## src/rtl/cache_mem_ctrl.sv

```systemverilog
`default_nettype none
// ============================================================================
//  Module   : cache_mem_ctrl
//  Purpose  : Block-transfer controller between the cache and main memory.
//             On a miss it optionally writes back a dirty block word by word,
//             then refills the requested block and returns it to the cache.
//             Each memory word access is closed by DONE_CNT rising edges of
//             mem_done.
//  Ports    : clock, reset            - system clock, async active-high reset
//             req_valid/req_ready     - miss request handshake (ready in IDLE)
//             req_dirty, wb_addr,
//             wb_data, fill_addr      - request payload, captured on accept
//             fill_valid, fill_data   - one-cycle completion pulse + block
//             mem_read_or_write,
//             mem_address,
//             mem_write_data          - memory command (1 = write)
//             mem_done, mem_read_data - memory completion pulses + read word
//  Revision : 1.0 - initial release
// ============================================================================
module cache_mem_ctrl #(
    parameter int ADDR_W   = 10,
    parameter int WORDS    = 4,
    parameter int DONE_CNT = 4
) (
    input  logic                  clock,
    input  logic                  reset,
    input  logic                  req_valid,
    output logic                  req_ready,
    input  logic                  req_dirty,
    input  logic [ADDR_W-1:0]     wb_addr,
    input  logic [32*WORDS-1:0]   wb_data,
    input  logic [ADDR_W-1:0]     fill_addr,
    output logic                  fill_valid,
    output logic [32*WORDS-1:0]   fill_data,
    output logic                  mem_read_or_write,
    output logic [ADDR_W-1:0]     mem_address,
    output logic [31:0]           mem_write_data,
    input  logic                  mem_done,
    input  logic [31:0]           mem_read_data
);

    // Address split: {block, word index, byte offset}. WORDS is a power of two.
    localparam int c_IDX_W = $clog2(WORDS);
    localparam int c_OFF_W = c_IDX_W + 2;
    localparam int c_BLK_W = ADDR_W - c_OFF_W;
    localparam int c_CNT_W = $clog2(DONE_CNT + 1);

    localparam logic [c_CNT_W-1:0] c_CNT_LAST    = c_CNT_W'(DONE_CNT - 1);
    localparam logic [c_IDX_W-1:0] c_IDX_LAST    = c_IDX_W'(WORDS - 1);
    localparam logic [ADDR_W-1:0]  c_DETOUR_FLIP = ADDR_W'(1) << c_OFF_W;

    localparam logic [2:0] S_IDLE   = 3'd0;
    localparam logic [2:0] S_DETOUR = 3'd1;
    localparam logic [2:0] S_WB     = 3'd2;
    localparam logic [2:0] S_FILL   = 3'd3;
    localparam logic [2:0] S_RESP   = 3'd4;

    logic [2:0]            r_state;
    logic [c_IDX_W-1:0]    r_word_idx;
    logic [c_CNT_W-1:0]    r_done_cnt;
    logic                  r_done_q;
    logic                  r_dirty;
    logic [c_BLK_W-1:0]    r_wb_blk;
    logic [c_BLK_W-1:0]    r_fill_blk;
    logic [32*WORDS-1:0]   r_wb_data;

    logic                  w_rise;
    logic                  w_cnt_last;
    logic                  w_word_last;
    logic [c_IDX_W-1:0]    w_idx_next;
    logic [ADDR_W-1:0]     w_first_addr;
    logic                  w_first_hit;
    logic                  w_unused;

    // Block offset bits of the request addresses carry no information.
    assign w_unused = ^{wb_addr[c_OFF_W-1:0], fill_addr[c_OFF_W-1:0]};

    assign w_rise      = mem_done & ~r_done_q;
    assign w_cnt_last  = (r_done_cnt == c_CNT_LAST);
    assign w_word_last = (r_word_idx == c_IDX_LAST);
    assign w_idx_next  = r_word_idx + c_IDX_W'(1);

    // The memory only starts an access when address or direction changes.
    // If the first access of a new request repeats what is already driven,
    // a dummy read of a neighbouring block is inserted first.
    assign w_first_addr = req_dirty ? {wb_addr[ADDR_W-1:c_OFF_W],   c_OFF_W'(0)}
                                    : {fill_addr[ADDR_W-1:c_OFF_W], c_OFF_W'(0)};
    assign w_first_hit  = (w_first_addr == mem_address) &&
                          (req_dirty == mem_read_or_write);

    always_ff @(posedge clock or posedge reset) begin
        if (reset) begin
            r_state           <= S_IDLE;
            r_word_idx        <= '0;
            r_done_cnt        <= '0;
            r_done_q          <= 1'b0;
            r_dirty           <= 1'b0;
            r_wb_blk          <= '0;
            r_fill_blk        <= '0;
            r_wb_data         <= '0;
            req_ready         <= 1'b1;
            fill_valid        <= 1'b0;
            fill_data         <= '0;
            mem_read_or_write <= 1'b0;
            mem_address       <= '0;
            mem_write_data    <= '0;
        end else begin
            r_done_q   <= mem_done;
            fill_valid <= 1'b0;
            case (r_state)
                S_IDLE: begin
                    if (req_valid) begin
                        r_dirty    <= req_dirty;
                        r_wb_blk   <= wb_addr[ADDR_W-1:c_OFF_W];
                        r_fill_blk <= fill_addr[ADDR_W-1:c_OFF_W];
                        r_wb_data  <= wb_data;
                        r_word_idx <= '0;
                        r_done_cnt <= '0;
                        req_ready  <= 1'b0;
                        if (w_first_hit) begin
                            r_state           <= S_DETOUR;
                            mem_address       <= w_first_addr ^ c_DETOUR_FLIP;
                            mem_read_or_write <= 1'b0;
                        end else if (req_dirty) begin
                            r_state           <= S_WB;
                            mem_address       <= w_first_addr;
                            mem_read_or_write <= 1'b1;
                            mem_write_data    <= wb_data[31:0];
                        end else begin
                            r_state           <= S_FILL;
                            mem_address       <= w_first_addr;
                            mem_read_or_write <= 1'b0;
                        end
                    end
                end

                S_DETOUR: begin
                    if (w_rise) begin
                        if (w_cnt_last) begin
                            r_done_cnt <= '0;
                            if (r_dirty) begin
                                r_state           <= S_WB;
                                mem_address       <= {r_wb_blk, c_OFF_W'(0)};
                                mem_read_or_write <= 1'b1;
                                mem_write_data    <= r_wb_data[31:0];
                            end else begin
                                r_state           <= S_FILL;
                                mem_address       <= {r_fill_blk, c_OFF_W'(0)};
                                mem_read_or_write <= 1'b0;
                            end
                        end else begin
                            r_done_cnt <= r_done_cnt + c_CNT_W'(1);
                        end
                    end
                end

                S_WB: begin
                    if (w_rise) begin
                        if (w_cnt_last) begin
                            r_done_cnt <= '0;
                            if (w_word_last) begin
                                r_word_idx        <= '0;
                                r_state           <= S_FILL;
                                mem_address       <= {r_fill_blk, c_OFF_W'(0)};
                                mem_read_or_write <= 1'b0;
                            end else begin
                                r_word_idx     <= w_idx_next;
                                mem_address    <= {r_wb_blk, w_idx_next, 2'b00};
                                mem_write_data <= r_wb_data[{w_idx_next, 5'd0} +: 32];
                            end
                        end else begin
                            r_done_cnt <= r_done_cnt + c_CNT_W'(1);
                        end
                    end
                end

                S_FILL: begin
                    if (w_rise) begin
                        // Every rise overwrites the word; the last one stands.
                        fill_data[{r_word_idx, 5'd0} +: 32] <= mem_read_data;
                        if (w_cnt_last) begin
                            r_done_cnt <= '0;
                            if (w_word_last) begin
                                // Address wraps to the block base, so a repeat
                                // miss on this block is seen as a hit later.
                                r_word_idx  <= '0;
                                mem_address <= {r_fill_blk, c_OFF_W'(0)};
                                r_state     <= S_RESP;
                                fill_valid  <= 1'b1;
                            end else begin
                                r_word_idx  <= w_idx_next;
                                mem_address <= {r_fill_blk, w_idx_next, 2'b00};
                            end
                        end else begin
                            r_done_cnt <= r_done_cnt + c_CNT_W'(1);
                        end
                    end
                end

                S_RESP: begin
                    r_state   <= S_IDLE;
                    req_ready <= 1'b1;
                end

                default: begin
                    r_state   <= S_IDLE;
                    req_ready <= 1'b1;
                end
            endcase
        end
    end

endmodule
`default_nettype wire

```

## config.mk

```make
export PLATFORM = sky130hd
export DESIGN_NAME = cache_mem_ctrl
export DESIGN_NICKNAME = d
export VERILOG_FILES = /design/src/rtl/cache_mem_ctrl.sv
export SDC_FILE = /design/constraint.sdc
export NUM_CORES = 1
export LEC_CHECK = 0
export BUFFER_PORTS_ARGS = -buffer_cell sky130_fd_sc_hd__buf_2
export CAP_MARGIN = 20
export CORE_MARGIN = 2
export CORE_UTILIZATION = 41
export DETAILED_ROUTE_END_ITERATION = 16
export PLACE_DENSITY = 0.75
export SYNTH_ARGS = -nofsm -noshare
export SYNTH_HDL_FRONTEND = slang
export SYNTH_SLANG_ARGS = --single-unit
```

## constraint.sdc

```tcl
create_clock -name clock -period 10.1 [get_ports clock]
set_clock_uncertainty 0.1 [all_clocks]
set_input_delay 0.505 -clock clock [delete_from_list [all_inputs] [get_ports clock]]
set_output_delay 0.505 -clock clock [all_outputs]
set_load 0.005 [all_outputs]
```

Word level (Yosys, flattened, before mapping)
Cells that the tools add are included.

Bits in registers: 323. Output and inout bits: 173. Logic and storage cells: 126.

$add $sub $neg: 3. Equality and inequality tests: 23. Shift operators: 3. Multiplexer cells: 62. Bitwise gates (word level): 4. Reduce and logical (&&, ||, !) cells: 17.

Operators with widths (count): $mux W32 (9); $bwmux W128 (1); $shift A32 B9 Y128 const A (1); $shiftx A128 B8 Y32 (1); $shiftx A32 B9 Y128 (1); $mux W10 (10); $pmux W32 S3 (1); $pmux W10 S4 (1); $mux W3 (12); $ne A2 B2 Y1 const B (13); $mux W1 (16); $pmux W3 S4 (1); $eq A10 B10 Y1 (1); $mux W2 (5); $reduce_and A10 Y1 (1); $eq A3 B2 Y1 const B (3); $neg A7 Y9 (1); $reduce_and A9 Y1 (1); $reduce_and A8 Y1 (1); $reduce_and A7 Y1 (1); $ne A2 B1 Y1 const B (3); $pmux W3 S2 (1); $reduce_and A2 Y1 (3); $mux W5 (1); 20 further kinds (23).

Depth between registers and ports, before layout
Depth in word-level cells: 6. Gate-level depth with buffers: 10. Gate-level depth less buffers: 7.

Worst setup path after synthesis
No wires, ideal clock.

Path kind: input to register. Start point: in req_dirty. End point: reg mem_write_data[0]. Data arrival time: 1.955 ns. Data required time: 9.875 ns. Path slack: 7.920 ns. Stages on the path: 8. Path buffers: 2. Cell sequence: buf_6 mux2i_2 xor2_1 nand4_1 o21ai_2 a21oi_2 buf_6 mux2_4.

Longest elaborated chain between the ends: 5. Elaborated cells on any way between the ends: 7.

RTL lines: from (decl) (RTL line 29) `input logic req_dirty,`; $mux W10 (RTL line 86) `assign w_first_addr = req_dirty ? {wb_addr[ADDR_W-1:c_OFF_W], c_OFF_W'(0)}`; $eq A10 B10 Y1 (RTL line 88) `assign w_first_hit = (w_first_addr == mem_address) &&`; $logic_and A1 B1 Y1 (RTL line 88); $ne A2 B2 Y1 (no line); $reduce_and A10 Y1 (no line) (*); to (signal assigned) (RTL line 128) `mem_write_data <= wb_data[31:0];`; to (signal assigned) (RTL line 145) `mem_write_data <= r_wb_data[31:0];`; to (signal assigned) (RTL line 169) `mem_write_data <= r_wb_data[{w_idx_next, 5'd0} +: 32];`; to (decl) (RTL line 37) `output logic [31:0] mem_write_data,`.

Mark *: on every way between the ends. The rest lies on a longest branch, timed or not. A chain may end at the register's enable or synchronous reset.

Worst setup path after layout
Start point: reg r_state[0]. End point: reg r_wb_data[52].

Longest elaborated chain between the ends: 2.

RTL lines: from (decl) (RTL line 58) `logic [2:0] r_state;`; from (signal assigned) (RTL line 93) `r_state <= S_IDLE;`; from (signal assigned) (RTL line 121) `r_state <= S_DETOUR;`; from (signal assigned) (RTL line 125) `r_state <= S_WB;`; $logic_not A3 Y1 (RTL line 110) `case (r_state)`; $reduce_and A2 Y1 (no line); to (signal assigned) (RTL line 116) `r_wb_data <= wb_data;`; to (decl) (RTL line 65) `logic [32*WORDS-1:0] r_wb_data;`.

No other way between the ends.

==> impl_results.md <==
* Worst-margin pin slew at 1.05 ns
* Vias at 11308
* Vias in the first global route at 11509
* Achievable frequency at 253 MHz
* Top post-synthesis cells by area: dfrtp_1, mux2_2, nand2_1, o21ai_0, mux2i_1
* Postcts setup bufs at 0
* Place WS at 6.12 ns
* DRC viols at 0
* Root buffer cell: clkbuf_16
* Setup CP Type: register to register
* Startpoint types: register
* GRT overflow at 0
* Ys flop type: dfrtp_1
* Netlist cell types at 49
* Layout Nets at 1809
* Die X at 191 um
* DRC violation total after the first TritonRoute iteration at 588
* Htree depth at 2
* Antenna violations before repair at 11
* Port buffer count at 347
* Global Route Usage Sum at 21.6%
* Worst endpoint data arrival time at 4.25 ns
* Crit path time final at 3.95 ns
* Post-CTS Resized at 0
* Dpl hpwl at 26000 um
* Rows at 68
* Longest Clk Path Bufs at 3
* Starting Density at 41.6%
* Vias per inst at 5.38
* Min-delay worst type: input port to asynchronous set/reset pin
* Area grow syn2layout at 24.2%
* Core ar. at 34500 um2
* Final worst setup slack at 6.15 ns
* Final setup vio count at 0
* Peak VDD IR at 157 uV
* Post-Syn Area at 14400 um2
* Worst-path clk slew at 0.06 ns
* CP max FO at 55
* Tot Pwr at 3.56 mW
* Drt first pass iters at 5
* Yosys top cell area share at 55.7%
* Slowest stage cell on the critical path: nor2_4
* FFs w/ async S/R, synth at 100%
* Worst path required time at 10.41 ns
* Die height at 191 um
* Clock Latency Late Sink at 0.53 ns
* P_leak at 8.95 nW
* Synth warnings at 0
* Status: complete, no violations
* Tcrit/Tclk final at 39.1%
* Largest net degree at the start of global routing at 135
* Wire per inst at 19.0 um
* CTS tree: built
* Ratio of cells with drive above 1 in the final layout at 37.7%
* RSZ-0062 raised after global routing: false
* GP Congestion at 0.831
* Worst Setup End Kind: register
* Sum Neg Setup Slack at 0 ns
* Post-Syn Area per Cell at 11.1 um2
* Pwr dens at 199 nW/um2
* Yosys top cell by area: dfrtp_1
* Sequential element share of the synthesized area at 55.8%
* Final ANT Viol Nets at 0
* Clock sinks at 321
* Synthesized flop and latch total at 321
* Cell with the most instances after synthesis: dfrtp_1
* Final Max Tran Viols at 0
* Worst-path cell chain: nor2_2, nand2_1, nor2_4, buf_4, buf_4, mux2_2
* First-pass GRT wire length at 62000 um
* Relative slew slack at 29.7%
* Max-Cap Viols at 0
* CP max stage delay at 0.81 ns
* Die area at 36600 um2
* Most used cell, CP: buf_4
* Synth Instances at 1301
* IO Pins at 358
* Final Hold Viols at 0
* Post-synth top cells: dfrtp_1, nand2_1, mux2_2
* Routed wire length at 39900 um
* CTS buffer count at 35
* Number of synthesized flops with an enable pin at 0
-- cell type report --
cell class	count	area, um2
diodes	4	10.0
well taps	455	569
flip-flops and latches	321	8040
repair buffers	369	1950
inverters	7	33.8
clock buffers	50	1050
clock inverters	13	243
multi-input cells	883	5970
fillers	3009	16700
-- routing by layer --
| metal | part of all wire (%) | vias up | global-route usage [%] |
|---|---|---|---|
| met5 | 0.23 | - | 0 |
| met4 | 3.4 | 14 | 9.14 |
| met3 | 9.7 | 100 | 6.74 |
| met2 | 47 | 504 | 36.1 |
| met1 | 39 | 5501 | 25.7 |
| li1 | - | 5189 | - |
-- worst max-delay path: cells and delay by family (launching register included) --
kind / cells / cell delay (ns)
buf+inv: 2 / 1.40
mux: 1 / 0.42
simple gates: 3 / 1.24
flops: 1 / 0.56
-- kinds of logic (layout without fill, tap and decap cells) --
logic type               after synthesis  after routing  synth area share [%]
multiplexers                         243            243                  19.0
adder cells (fa/ha/maj)                7              7                 0.609
flip-flops                           321            321                  55.8
buffers and inverters                 98            439                  3.06
AND/OR/NAND/NOR                      357            357                  9.89
XOR/XNOR                               7              7                 0.426
other                                  1              6                0.0261
AO/OA/AOI/OAI                        267            267                  11.2
-- cell usage in the layout, fill, tap and decap left out, drive strengths merged, types with 32 or more instances in the layout --
| cell | netlist | routed |
|---|---|---|
| nand2 | 275 | 275 |
| dfrtp | 320 | 320 |
| a21oi | 37 | 37 |
| mux2 | 172 | 172 |
| buf | 34 | 368 |
| clkbuf | 56 | 50 |
| mux2i | 71 | 71 |
| o211ai | 33 | 33 |
| nor2 | 54 | 54 |
| a32oi | 32 | 32 |
| o21ai | 145 | 145 |
-- report_power, final --
part / switching (mW) / internal [mW] / leakage, nW / total (mW)
Clock: 0.521 / 0.906 / 0.638 / 1.43
Sequential: 0.0726 / 1.34 / 4.46 / 1.42
Combinational: 0.471 / 0.247 / 3.85 / 0.718
-- final timing paths --
check / start / endpoint / slack [ns] / cells after the start
hold / removal: reset / r_wb_data[20]$_DFFE_PP0P_ / 0.01 / 2
setup reg to reg: r_state[0]$_DFFE_PP0P_ / r_wb_data[52]$_DFFE_PP0P_ / 6.15 / 6
hold reg to reg: fill_data[72]$_DFFE_PP0P_ / fill_data[72]$_DFFE_PP0P_ / 0.37 / 2
max in group asynchronous: reset / r_word_idx[0]$_DFFE_PP0P_ / 7.57 / 4
setup / recovery: r_state[0]$_DFFE_PP0P_ / r_wb_data[52]$_DFFE_PP0P_ / 6.15 / 6
min in group clock: wb_data[50] / r_wb_data[50]$_DFFE_PP0P_ / 0.09 / 2
-- timing repair --
action	4_1_cts	5_1_grt
endpoints found under the setup margin	0	0
hold buffers	1	0
endpoints found under the hold margin	1	0
-- flip-flops by register name, summed over array words and instances, names as in the netlist, 3 cells and up --
name / flops
fill_data: 128
r_wb_data: 128
mem_write_data: 32
mem_address: 8
r_fill_blk: 6
r_wb_blk: 6
r_done_cnt: 3
r_state: 3
-- per-stage QoR --
| stage | hold WS, ns | instance area, um2 | std cells | util, % |
|---|---|---|---|---|
| after floorplan | 0.373 | 14400 | 1302 | - |
| after global placement | 0.356 | 16500 | 2030 | 47.7 |
| after detailed placement | 0.365 | 16500 | 2030 | 47.7 |
| after CTS | 0.0659 | 17800 | 2094 | 51.5 |
| after global routing | 0.0862 | 17900 | 2101 | 51.7 |
| final | 0.0140 | 17900 | 2102 | 51.7 |
Power figures use the tool's default switching activity.
